<file path="src/rtl/ieee_to_fixed.sv">
// Converts an IEEE-754 single to unsigned Q5.5 magnitude plus sign and status flags.
// Denormalisation is a serial right shift of the significand, one bit per clock.
module ieee_to_fixed (
  input  logic        clk,
  input  logic        rst_n,
  input  logic        start,
  input  logic [31:0] fin,
  output logic        busy,
  output logic        done,
  output logic [4:0]  int_part,
  output logic [4:0]  frac_part,
  output logic        neg,
  output logic        ovf,
  output logic        nan,
  output logic        inexact
);

  typedef enum logic [1:0] {StIdle, StCheck, StShift, StDone} state_e;

  state_e      state_q, state_d;
  logic [31:0] fin_q, fin_d;
  logic [23:0] shreg_q, shreg_d;
  logic [4:0]  cnt_q, cnt_d;
  logic        sticky_q, sticky_d;

  // Pending result, copied to the output registers in StDone.
  logic [9:0]  res_q, res_d;
  logic        pneg_q, pneg_d, povf_q, povf_d, pnan_q, pnan_d, pinx_q, pinx_d;

  logic [9:0]  out_q, out_d;
  logic        neg_q, neg_d, ovf_q, ovf_d, nan_q, nan_d, inx_q, inx_d;
  logic        done_q, done_d;

  logic [7:0]  exp_w;
  logic [22:0] man_w;

  assign exp_w = fin_q[30:23];
  assign man_w = fin_q[22:0];

  always_comb begin
    state_d  = state_q;
    fin_d    = fin_q;
    shreg_d  = shreg_q;
    cnt_d    = cnt_q;
    sticky_d = sticky_q;
    res_d    = res_q;
    pneg_d   = pneg_q;
    povf_d   = povf_q;
    pnan_d   = pnan_q;
    pinx_d   = pinx_q;
    out_d    = out_q;
    neg_d    = neg_q;
    ovf_d    = ovf_q;
    nan_d    = nan_q;
    inx_d    = inx_q;
    done_d   = 1'b0;

    case (state_q)
      StIdle: begin
        if (start) begin
          fin_d   = fin;
          state_d = StCheck;
        end
      end
      StCheck: begin
        state_d = StDone;
        res_d   = 10'd0;
        pneg_d  = fin_q[31];
        povf_d  = 1'b0;
        pnan_d  = 1'b0;
        pinx_d  = 1'b0;
        if (exp_w == 8'd255 && man_w != 23'd0) begin
          pnan_d = 1'b1;
          pneg_d = 1'b0;
        end else if (exp_w == 8'd255) begin
          res_d  = 10'h3FF;
          povf_d = 1'b1;
        end else if (exp_w == 8'd0) begin
          pinx_d = |man_w;
        end else if (exp_w > 8'd131) begin
          res_d  = 10'h3FF;
          povf_d = 1'b1;
        end else if (exp_w < 8'd122) begin
          pinx_d = 1'b1;
        end else begin
          // Shift count that lands the 1/32 weight on bit 0: 145 - e, range 14..23.
          shreg_d  = {1'b1, man_w};
          cnt_d    = 5'(8'd145 - exp_w);
          sticky_d = 1'b0;
          state_d  = StShift;
        end
      end
      StShift: begin
        shreg_d  = shreg_q >> 1;
        sticky_d = sticky_q | shreg_q[0];
        cnt_d    = cnt_q - 5'd1;
        res_d    = shreg_d[9:0];
        pinx_d   = sticky_d;
        if (cnt_q == 5'd1) state_d = StDone;
      end
      StDone: begin
        out_d   = res_q;
        neg_d   = pneg_q;
        ovf_d   = povf_q;
        nan_d   = pnan_q;
        inx_d   = pinx_q;
        done_d  = 1'b1;
        state_d = StIdle;
      end
      default: state_d = StIdle;
    endcase
  end

  always_ff @(posedge clk or negedge rst_n) begin
    if (!rst_n) begin
      state_q  <= StIdle;
      fin_q    <= 32'd0;
      shreg_q  <= 24'd0;
      cnt_q    <= 5'd0;
      sticky_q <= 1'b0;
      res_q    <= 10'd0;
      pneg_q   <= 1'b0;
      povf_q   <= 1'b0;
      pnan_q   <= 1'b0;
      pinx_q   <= 1'b0;
      out_q    <= 10'd0;
      neg_q    <= 1'b0;
      ovf_q    <= 1'b0;
      nan_q    <= 1'b0;
      inx_q    <= 1'b0;
      done_q   <= 1'b0;
    end else begin
      state_q  <= state_d;
      fin_q    <= fin_d;
      shreg_q  <= shreg_d;
      cnt_q    <= cnt_d;
      sticky_q <= sticky_d;
      res_q    <= res_d;
      pneg_q   <= pneg_d;
      povf_q   <= povf_d;
      pnan_q   <= pnan_d;
      pinx_q   <= pinx_d;
      out_q    <= out_d;
      neg_q    <= neg_d;
      ovf_q    <= ovf_d;
      nan_q    <= nan_d;
      inx_q    <= inx_d;
      done_q   <= done_d;
    end
  end

  assign busy      = (state_q != StIdle);
  assign done      = done_q;
  assign int_part  = out_q[9:5];
  assign frac_part = out_q[4:0];
  assign neg       = neg_q;
  assign ovf       = ovf_q;
  assign nan       = nan_q;
  assign inexact   = inx_q;

endmodule

</file>
<file path="config.mk">
export PLATFORM = sky130hd
export DESIGN_NAME = ieee_to_fixed
export DESIGN_NICKNAME = d
export VERILOG_FILES = /design/src/rtl/ieee_to_fixed.sv
export SDC_FILE = /design/constraint.sdc
export NUM_CORES = 1
export LEC_CHECK = 0
export ABC_AREA = 1
export CELL_PAD_IN_SITES_DETAIL_PLACEMENT = 2
export CELL_PAD_IN_SITES_GLOBAL_PLACEMENT = 2
export CORE_MARGIN = 8
export CORE_UTILIZATION = 33
export CTS_CLUSTER_SIZE = 20
export DETAILED_ROUTE_END_ITERATION = 6
export GPL_TIMING_DRIVEN = 1
export MAX_ROUTING_LAYER = met4
export PLACE_DENSITY_LB_ADDON = 0.1
export SETUP_SLACK_MARGIN = 0.15
export SLEW_MARGIN = 0
export SYNTH_ARGS = -nofsm -noshare
export SYNTH_HDL_FRONTEND = slang
export SYNTH_SLANG_ARGS = --single-unit
</file>
<file path="constraint.sdc">
create_clock -name clk -period 1.9 [get_ports clk]
set_clock_uncertainty 0.2 [all_clocks]
set_input_delay 0.38 -clock clk [delete_from_list [all_inputs] [get_ports clk]]
set_output_delay 0.38 -clock clk [all_outputs]
set_load 0.05 [all_outputs]
</file>
==> key figures <==
Synthesis
  • Number of register bits inferred by synthesis: 93
  • Post-Synthesis Cell Area: 4160 um^2
  • Post-Synth XOR/XNOR Area: less than 1%
  • Post-synthesis cell type count: 26
  • Synthesized area per cell: 10.4 um^2
  • Syn Inst Count: roughly 400
  • Sequential element share of the synthesized area: 56.0%
  • Multiplexer share of the synthesized area: about 16%
  • Share of synthesized cell area in full adder, half adder and majority cells: 2.41%
  • Synthesized-area fraction occupied by and/or/nand/nor cells: 10.9%
  • Share of the synthesized area in compound gates (AO/OA/AOI/OAI): 10.1%
  • Number of nets produced by synthesis: about 440
  • Main combinational cell family by area after synthesis: multiplexers
  • Warnings, synthesis: 0

Placed design
  • Minimum setup slack after placement: 44.5 ps
  • Gp weighted congestion: 0.755
  • Final HPWL DP: 7400 um
  • Number of input and output port buffers inserted: 50

Clocking
  • Clk pin slew, worst setup/hold paths: 70 ps
  • Level count of the clock H-tree: 3
  • CTS tree: yes
  • Clock tree sinks: 93
  • Number of buffers on the longest clock path: 2
  • Clock buffers created by TritonCTS: 9
  • Buffer type at the clock tree root: clkbuf_16
  • Clock Latency Late Sink: roughly 350 ps

Timing
  • Remaining max-slew budget at the tightest pin: 69.3%
  • Setup repair after global routing missed its margin: true
  • Final worst setup slack: 114 ps
  • Hold Violations, Final: 0
  • Tightest Pin Transition: 456 ps
  • # setup viols final: 0
  • Highest clock frequency the design can meet: 560 MHz
  • Minimum period implied by the final worst setup slack: between 1500 and 2000 ps
  • Setup_tns: 0 ps
  • Max-slew violations: 0
  • Fin crit share: 94.0%

Routing
  • Average via count per standard cell: 4.84
  • Residual DRC count: 0
  • Total number of vias: ~3,100
  • Per-cell routed wire length: 17.0 um
  • Final Routed Wirelength: around 11,000 um
  • Drt first-iter violations: approximately 110
  • Count of antenna-violating nets left after detailed routing: 0
  • Number of iterations in the first detailed-routing pass: 4

Final layout
  • Syn-to-layout area delta: 33.4%
  • Most frequent standard cell in the layout excluding fill and tap cells: dfrtp_1
  • Share of layout cells above drive strength 1: 26.9%
  • Utilization of the core after routing: ~44%
  • Number of antenna repair diodes: 0
  • # nets final: about 500
  • Fill count: 1,292
  • Highest-count cells in the layout ignoring fill and taps: dfrtp_1, nand2_1, nor2_1, mux2_2, a21oi_1

Global route
  • Maximum number of pins on one net before global-route repair: 33
  • Antenna violations before repair: 0
  • Tot GR Track Use: between 10% and 20%
  • Wire length of the first global-routing pass: 17,600 um
  • Total overflow reported by the global router: 0
  • Number of global-route vias before repair: 3,325

Floorplan
  • Placeable core region: 12,500 um^2
  • Initial standard-cell utilization of the core: 33.3%
  • Floorplan die area: 16,400 um^2
  • Chip height: 128 um
  • Horizontal die dimension: 128 um
  • Ports: 51
  • Row cnt: 41

Critical path
  • Kind of capture point of the worst setup path: output port
  • Cell with the largest stage delay on the worst path: dfrtp_1
  • Cells traversed along the worst timing path: inv_2 -> ha_4 -> inv_4 -> buf_12
  • Critical path required time: 1320 ps
  • Arrival time at the worst endpoint: between 1000 and 1500 ps
  • Critical setup path kind: register to output port
  • Max Fanout on Critical Path: 4
  • Launching element type of the critical path: register
  • Slowest cell delay on critical path: 390 ps

Outcome
  • Run status: complete, no violations

Pwr
  • Maximum vdd ir drop: between 0.0007 and 0.0008 V
  • Power per standard cell area: 2060 nW/um^2
  • Static Leak: about 0.0024 uW

Job
  • MaxCap Viol Count: 0

Hold path
  • Hold/Removal Path Class: register to register
-- routing by layer --
| layer | GRT usage (%) | share of wire [%] | vias to the layer above |
|---|---|---|---|
| met5 | - | 0 | - |
| met4 | 6.50 | 1.9 | 0 |
| met3 | 2.62 | 2.7 | 15 |
| met2 | 22.2 | 50 | 44 |
| met1 | 17.4 | 46 | 1594 |
| li1 | - | - | 1481 |
-- through the flow --
stage	std cells	instance area, um^2	hold WS [ps]	power (uW)
floorplan	398	4160	-116	7090
global placement	615	4920	163	8470
detailed placement	615	4920	169	8710
CTS	634	5280	281	10700
global route	648	5540	309	12300
finish	648	5540	275	11400
-- Yosys cell counts --
cell type   n  area (um^2)
nor3_1      1         5.00
o22ai_1     1         6.26
o21ai_1    12         60.1
a21oi_1    36          180
clkbuf_1    6         22.5
o21ai_0    28          140
clkbuf_2    3         15.0
xor2_1      2         17.5
inv_2       1         3.75
nand2_1    55          206
buf_6       2         22.5
nand2_2     2         12.5
o21bai_1    1         7.51
ha_1        8          100
mux2_2     37          417
dfrtp_1    93         2330
nor2_1     42          158
o21ai_2     2         17.5
mux2i_1    23          230
o21a_1      1         7.51
nor2_2      1         6.26
nand2_4     1         11.3
nand3_1     7         35.0
inv_1      23         86.3
nand3_2     2         20.0
buf_2       8         40.0
-- worst paths after layout --
kind / cells past startpoint / end / slack (ps) / startpoint
hold / removal: 1 / pnan_q / 270 / pnan_q
setup reg to reg: 8 / cnt_q[3] / 170 / fin_q[26]
max in group asynchronous: 3 / res_q[9] / 560 / rst_n
min in group asynchronous: 2 / pneg_q / 320 / rst_n
setup / recovery: 4 / busy / 110 / state_q[0]
hold reg to reg: 1 / pnan_q / 270 / pnan_q
-- registers in the layout, indices dropped and copies added (netlist names) --
register	flops
shreg_q	24
pinx_q	1
pnan_q	1
povf_q	1
done	1
ovf	1
nan	1
inexact	1
sticky_q	1
out_q	10
neg	1
cnt_q	5
res_q	10
state_q	2
pneg_q	1
fin_q	32
-- timing repair --
action / CTS / global route
hold buffers: 1 / 0
pin swaps: 1 / 6
hold endpoints to repair: 27 / 0
gates resized for setup: 8 / 37
setup endpoints to repair: 31 / 45
cloned: 0 / 6
buffers inserted: 2 / 8
-- logic make-up after synthesis --
kind of cell,after synthesis
simple gates,111
xor+xnor,2
compound gates,81
mux,60
fa+ha+maj,8
buf+inv,43
flops,93
-- worst max-delay path, delay by kind of cell, from the launching register on --
kind	cells	cell delay, ps
flops	1	390
fa+ha+maj	1	170
buf+inv	3	290
-- where the power goes --
group          switching [uW]  internal (uW)  leakage, uW  total [uW]
registers                 726           3010      0.00109        3730
logic                    3180           2660      0.00121        5840
clock network             816           1030     0.000145        1850
total                    4720           6700      0.00245       11400
-- layout make-up --
class | count | area [um^2] | share of cell area, %
Clock buffer | 10 | 229 | 4.13
Clock inverter | 6 | 71.3 | 1.29
Inverter | 24 | 92.6 | 1.67
Multi-Input combinational cell | 262 | 1750 | 31.5
Sequential cell | 93 | 2330 | 42.0
Tap cell | 172 | 215 | 3.88
Timing Repair Buffer | 81 | 862 | 15.5
Power figures use the tool's default switching activity.
